### src/rtl/vga_pkg.sv
// Shared definitions for the VGA pattern path: mode encodings and the
// scheduler state type.
package vga_pkg;

  localparam int unsigned NUM_MODES = 3;

  localparam logic [1:0] MODE_BAR_X = 2'd0;
  localparam logic [1:0] MODE_BAR_Y = 2'd1;
  localparam logic [1:0] MODE_CHESS = 2'd2;

  typedef enum logic {
    StIdle,
    StPend
  } sched_state_e;

endpackage

### src/rtl/key_debounce.sv
// Board-key conditioner: 2-flop synchroniser, stability counter and a
// one-cycle request pulse on each accepted press (active-low key).
module key_debounce #(
  parameter int unsigned DEB_CYCLES = 250000
) (
  input  logic clk,
  input  logic rst_n,
  input  logic key,
  output logic key_req
);

  localparam int unsigned CntW = (DEB_CYCLES > 1) ? $clog2(DEB_CYCLES) : 1;
  localparam logic [CntW-1:0] CntMax = CntW'(DEB_CYCLES - 1);

  logic            key_meta_q;
  logic            key_sync_q;
  logic            key_db_q;
  logic            key_req_q;
  logic [CntW-1:0] cnt_q;

  // The counter measures how long the synchronised key has disagreed with the
  // accepted level; any agreement (bounce back) restarts the measurement.
  always_ff @(posedge clk or negedge rst_n) begin
    if (!rst_n) begin
      key_meta_q <= 1'b1;
      key_sync_q <= 1'b1;
      key_db_q   <= 1'b1;
      key_req_q  <= 1'b0;
      cnt_q      <= '0;
    end else begin
      key_meta_q <= key;
      key_sync_q <= key_meta_q;
      key_req_q  <= 1'b0;
      if (key_sync_q == key_db_q) begin
        cnt_q <= '0;
      end else if (cnt_q == CntMax) begin
        key_db_q  <= key_sync_q;
        cnt_q     <= '0;
        key_req_q <= ~key_sync_q;
      end else begin
        cnt_q <= cnt_q + CntW'(1);
      end
    end
  end

  assign key_req = key_req_q;

endmodule

### src/rtl/vga_mode_sched.sv
// Display-mode scheduler: collects manual and auto-advance requests and
// applies at most one mode step per frame, only at a vsync falling edge.
module vga_mode_sched
  import vga_pkg::*;
#(
  parameter int unsigned DEB_CYCLES  = 250000,
  parameter int unsigned AUTO_FRAMES = 120,
  parameter int unsigned NUM_MODES   = vga_pkg::NUM_MODES
) (
  input  logic       iPixclk,
  input  logic       iRst,
  input  logic       iVs,
  input  logic       iKey,
  input  logic       iAuto,
  output logic [1:0] oMode,
  output logic       oFrame_Tick,
  output logic       oPending
);

  localparam int unsigned FrameW = $clog2(AUTO_FRAMES + 1);
  localparam logic [FrameW-1:0] FrameLast = FrameW'(AUTO_FRAMES - 1);
  localparam logic [1:0] ModeLast = 2'(NUM_MODES - 1);

  logic              vs_d;
  logic              fe;
  logic              tick_q;
  logic              auto_meta_q;
  logic              auto_s_q;
  logic              key_req;
  logic              auto_req;
  logic              advance;
  logic [FrameW-1:0] frame_cnt_q, frame_cnt_d;
  logic [1:0]        mode_q, mode_d;
  sched_state_e      state_q, state_d;

  key_debounce #(
    .DEB_CYCLES(DEB_CYCLES)
  ) u_key_debounce (
    .clk    (iPixclk),
    .rst_n  (iRst),
    .key    (iKey),
    .key_req(key_req)
  );

  assign fe = vs_d & ~iVs;

  always_ff @(posedge iPixclk or negedge iRst) begin
    if (!iRst) begin
      vs_d        <= 1'b0;
      tick_q      <= 1'b0;
      auto_meta_q <= 1'b0;
      auto_s_q    <= 1'b0;
      frame_cnt_q <= '0;
      mode_q      <= MODE_BAR_X;
      state_q     <= StIdle;
    end else begin
      vs_d        <= iVs;
      tick_q      <= fe;
      auto_meta_q <= iAuto;
      auto_s_q    <= auto_meta_q;
      frame_cnt_q <= frame_cnt_d;
      mode_q      <= mode_d;
      state_q     <= state_d;
    end
  end

  always_comb begin
    state_d     = state_q;
    mode_d      = mode_q;
    frame_cnt_d = frame_cnt_q;
    auto_req    = 1'b0;
    advance     = (state_q == StPend) && fe;

    // An applied advance restarts the auto interval, so a manual press
    // pushes the next automatic step a full interval away.
    if (!auto_s_q) begin
      frame_cnt_d = '0;
    end else if (fe) begin
      if (advance) begin
        frame_cnt_d = '0;
      end else if (frame_cnt_q == FrameLast) begin
        frame_cnt_d = '0;
        auto_req    = 1'b1;
      end else begin
        frame_cnt_d = frame_cnt_q + FrameW'(1);
      end
    end

    unique case (state_q)
      StIdle: begin
        if (key_req || auto_req) state_d = StPend;
      end
      StPend: begin
        if (fe) begin
          state_d = StIdle;
          mode_d  = (mode_q == ModeLast) ? MODE_BAR_X : mode_q + 2'd1;
        end
      end
      default: state_d = StIdle;
    endcase
  end

  assign oMode       = mode_q;
  assign oFrame_Tick = tick_q;
  assign oPending    = (state_q == StPend);

endmodule

### config.mk
export PLATFORM = sky130hd
export DESIGN_NAME = vga_mode_sched
export DESIGN_NICKNAME = d
export VERILOG_FILES = /design/src/rtl/vga_pkg.sv /design/src/rtl/key_debounce.sv /design/src/rtl/vga_mode_sched.sv
export SDC_FILE = /design/constraint.sdc
export NUM_CORES = 1
export LEC_CHECK = 0
export ABC_CLOCK_PERIOD_IN_PS = 2100
export CORE_MARGIN = 8
export CORE_UTILIZATION = 45
export CTS_BUF_LIST = sky130_fd_sc_hd__clkbuf_8
export DETAILED_ROUTE_END_ITERATION = 12
export PLACE_DENSITY_LB_ADDON = 0.2
export SLEW_MARGIN = 10
export SYNTH_ARGS = -nofsm -noshare
export SYNTH_HDL_FRONTEND = slang
export SYNTH_HIERARCHICAL = 1
export SYNTH_SLANG_ARGS = --single-unit
### constraint.sdc
create_clock -name iPixclk -period 2.1 [get_ports iPixclk]
set_input_delay 0.63 -clock iPixclk [delete_from_list [all_inputs] [get_ports iPixclk]]
set_output_delay 0.63 -clock iPixclk [all_outputs]
set_load 0.03 [all_outputs]
==> impl_results.md <==
- Status: completed
- Post-Route M1 WL: roughly 1600 um
- Final hold vios: 0
- Placer Congestion: between 0.8 and 0.9
- Hold Crit Class: flop to flop
- Ports: 9
- Number of global-route vias before repair: ~1,300
- CP Launch Type: flop
- Clock skew: 6.39 ps
- Async S/R FF share, synth: 100%
- YS warnings: 6
- Maximum level of the CTS H-tree: 2
- Syn Nets: 170
- Routed wl met2: between 1500 and 2000 um
- WL/cell: around 15 um
- Max-Cap Viols: 0
- Register area: approximately 900 um2
- Hold_buf cts: 0
- Final instance area: 2010 um2
- R2R Setup Slk: around 210 ps
- Final #Nets: 191
- TritonRoute pass-1 iters: 4
- DRT iter0 DRCs: 146
- First-pass GRT wire length: roughly 6000 um
- Final WL: around 3500 um
- Layout cells sized above 1: 15.7%
- Part of the power in registers: between 50% and 60%
- Worst reg2reg startpoint: u_key_debounce/cnt_q[11]
- Synthesized area: 1710 um2
- RSZ-0062 raised after global routing: no
- Die Height: roughly 78 um
- Peak VDD IR: about 480 uV
- Syn Area/Cell: ~10 um2
- Internal: about 1.1 mW
- DRT antenna net count: 0
- Cell family with most CP delay: buffers and inverters
- Critical path class: flop to output port
- Clock latency on the worst-skew pair: approximately 280 ps
- Post-CTS setup repair buffer count: 0
- P_sw: between 0.2 and 0.3 mW
- GRT Overall Usage: 12.1%
- CP Buf/Inv Count: 1
- Hold Crit Start: auto_meta_q
- Fmax: between 500 and 600 MHz
- Number of fill cells: around 320
- Core box area: approximately 3700 um2
- Worst setup margin: around 110 ps
- Critical path data arrival time: 1360 ps
- Via/cell ratio: roughly 5.6
- Die Width: 77.7 um
- Part of the power in combinational logic: around 4.4%
- Highest Signal Layer: met4
- Worst EP required: 1470 ps
- Final setup viols: 0
- IO Port Bufs: 8
- Largest fanout on the critical path: 4
- Worst-path cell chain: clkdlybuf4s50_1
- Initial antenna violation count: 0
- Post-synth EDFFs: 0
- CTS tree: yes
- Top cells by area, synth: dfrtp_1 (48%), xnor2_1 (5.1%), dfstp_2 (4.6%)
- FF+latch count, synth: 36
- Num CTS Buffers: 5
- Clock tree buffer depth: 2
- Reg-to-reg endpoint: u_key_debounce/key_db_q
- Metal3 WL: about 170 um
- DP Cell Count: 225
- Clk network pwr share: roughly 43%
- Clock Sinks: 36
- Row Count: 22
- Power density over the cells: 683 nW/um2
- Worst slack, placed: -107 ps
- Minimum clock period: 1990 ps
- Post-synthesis sequential area ratio: between 50% and 60%
- CP Capture Type: output port
- # diodes: 0
- Post-DP HPWL: 2460 um
- Most frequent cells in the layout: dfrtp_1 (33), nor2_1 (18), nand3_1 (12)
- Placed Area: around 1900 um2
- Distinct cells, synth: 38
- Max-slew headroom: 69.6%
- Static leakage: about 0.82 nW
- Crit share post-route: around 95%
- Tot Pwr: 1.38 mW
- Hold Path Stages: 0
- Final Max Tran Viols: 0
- Multi-input gate area: 776 um2
- Pin count of the biggest net entering global routing: 37
- Syn Inst Count: approximately 160
- DRC viols: 0
- CP max stage delay: slightly below 700 ps
- Sw Ratio: between 20% and 30%
- Actual slew at the worst max-slew pin: ~460 ps
- Grt total ovfl: 0
- Fin Hold WS: around 350 ps
- Number of standard cells in the layout, taps in and fillers out: 233
- Resized Gates After CTS: 0
- Layout area overhead: 17.8%
- Area leader, netlist: dfrtp_1
- Die ar.: between 6000 and 7000 um2
- Yosys top cell area share: between 40% and 50%
- Reg2reg path depth: 3
- Via count: 1,311
- Clock transition at path regs: 70 ps
- Commonest non-fill, non-tap cell in the layout: dfrtp_1
- Endpoint, Worst Hold: auto_s_q
- Initial core utilization: between 40% and 50%
- Clock Root Buffer: clkbuf_8
- CP max stage cell: clkdlybuf4s50_1
- Primary FF master, synth: dfrtp_1
[kinds of logic after synthesis]
logic type | share of synthesized area [%]
simple gates | 25.6
xor+xnor | 7.68
compound gates | 9.73
buf+inv | 1.76
flops | 52.9
fa+ha+maj | 1.46
mux | 0.878
[synthesized netlist by cell type, types with 2 or more instances]
| library cell | n |
|---|---|
| inv_1 | 4 |
| nand2_1 | 11 |
| xor2_1 | 5 |
| or3_1 | 2 |
| or4_4 | 2 |
| nand2b_1 | 4 |
| nor3_1 | 3 |
| and4_1 | 2 |
| dfstp_2 | 3 |
| o21ai_0 | 7 |
| o211ai_1 | 2 |
| or4_1 | 2 |
| nand4_1 | 7 |
| a21oi_1 | 6 |
| ha_1 | 2 |
| nand3b_1 | 2 |
| dfrtp_1 | 33 |
| nor4_1 | 7 |
| nor2_1 | 18 |
| xnor2_1 | 10 |
| clkbuf_1 | 2 |
| a31oi_1 | 2 |
| nand3_1 | 12 |
[sequential cells by signal, indices dropped and copies added, names as in the netlist]
| name | flops |
|---|---|
| u_key_debounce/cnt_q | 18 |
| frame_cnt_q | 7 |
| oMode | 2 |
| auto_meta_q | 1 |
| auto_s_q | 1 |
| oFrame_Tick | 1 |
| oPending | 1 |
| u_key_debounce/key_db_q | 1 |
| u_key_debounce/key_meta_q | 1 |
| u_key_debounce/key_req | 1 |
| u_key_debounce/key_sync_q | 1 |
| vs_d | 1 |
[layer usage]
layer  global-route usage [%]  vias to the layer above
met4                     5.28                        0
met1                     15.9                      637
met5                        0                        -
met3                     3.23                        5
li1                         -                      634
met2                     18.1                       35
[stage by stage]
stage	setup TNS, ps	utilization [%]
6_report	0	55.0
5_1_grt	0	55.0
4_1_cts	0	55.0
3_5_place_dp	-161	52.0
3_3_place_gp	-51.0	52.0
2_1_floorplan	0	-
[cell type report]
class | count | area share [%]
inverter | 4 | 0.745
sequential | 36 | 44.9
timing repair buffer | 17 | 7.33
multi-input combinational | 120 | 38.5
clock inverter | 3 | 2.11
clock buffer | 5 | 3.42
tap | 48 | 2.98
[power by group through the flow]
stage / Sequential [mW] / Combinational (mW) / Clock, mW
2_1_floorplan: 0.732 / 0.0252 / 0
3_3_place_gp: 0.731 / 0.0593 / 0
3_5_place_dp: 0.733 / 0.0621 / 0
4_1_cts: 0.719 / 0.0624 / 0.612
5_1_grt: 0.721 / 0.0687 / 0.645
6_report: 0.720 / 0.0604 / 0.597
[worst max-delay path by stage]
stage	startpoint	endpoint	slack, ps	cells past startpoint
2_1_floorplan	u_key_debounce/cnt_q[0]	u_key_debounce/key_db_q	260	4
3_3_place_gp	iVs	frame_cnt_q[5]	-50	4
3_5_place_dp	iVs	frame_cnt_q[5]	-110	4
4_1_cts	oMode[0]	oMode[0]	90	1
5_1_grt	oMode[1]	oMode[1]	40	1
6_report	oMode[0]	oMode[0]	110	1
Note: power is estimated with default switching activity, not from simulation.
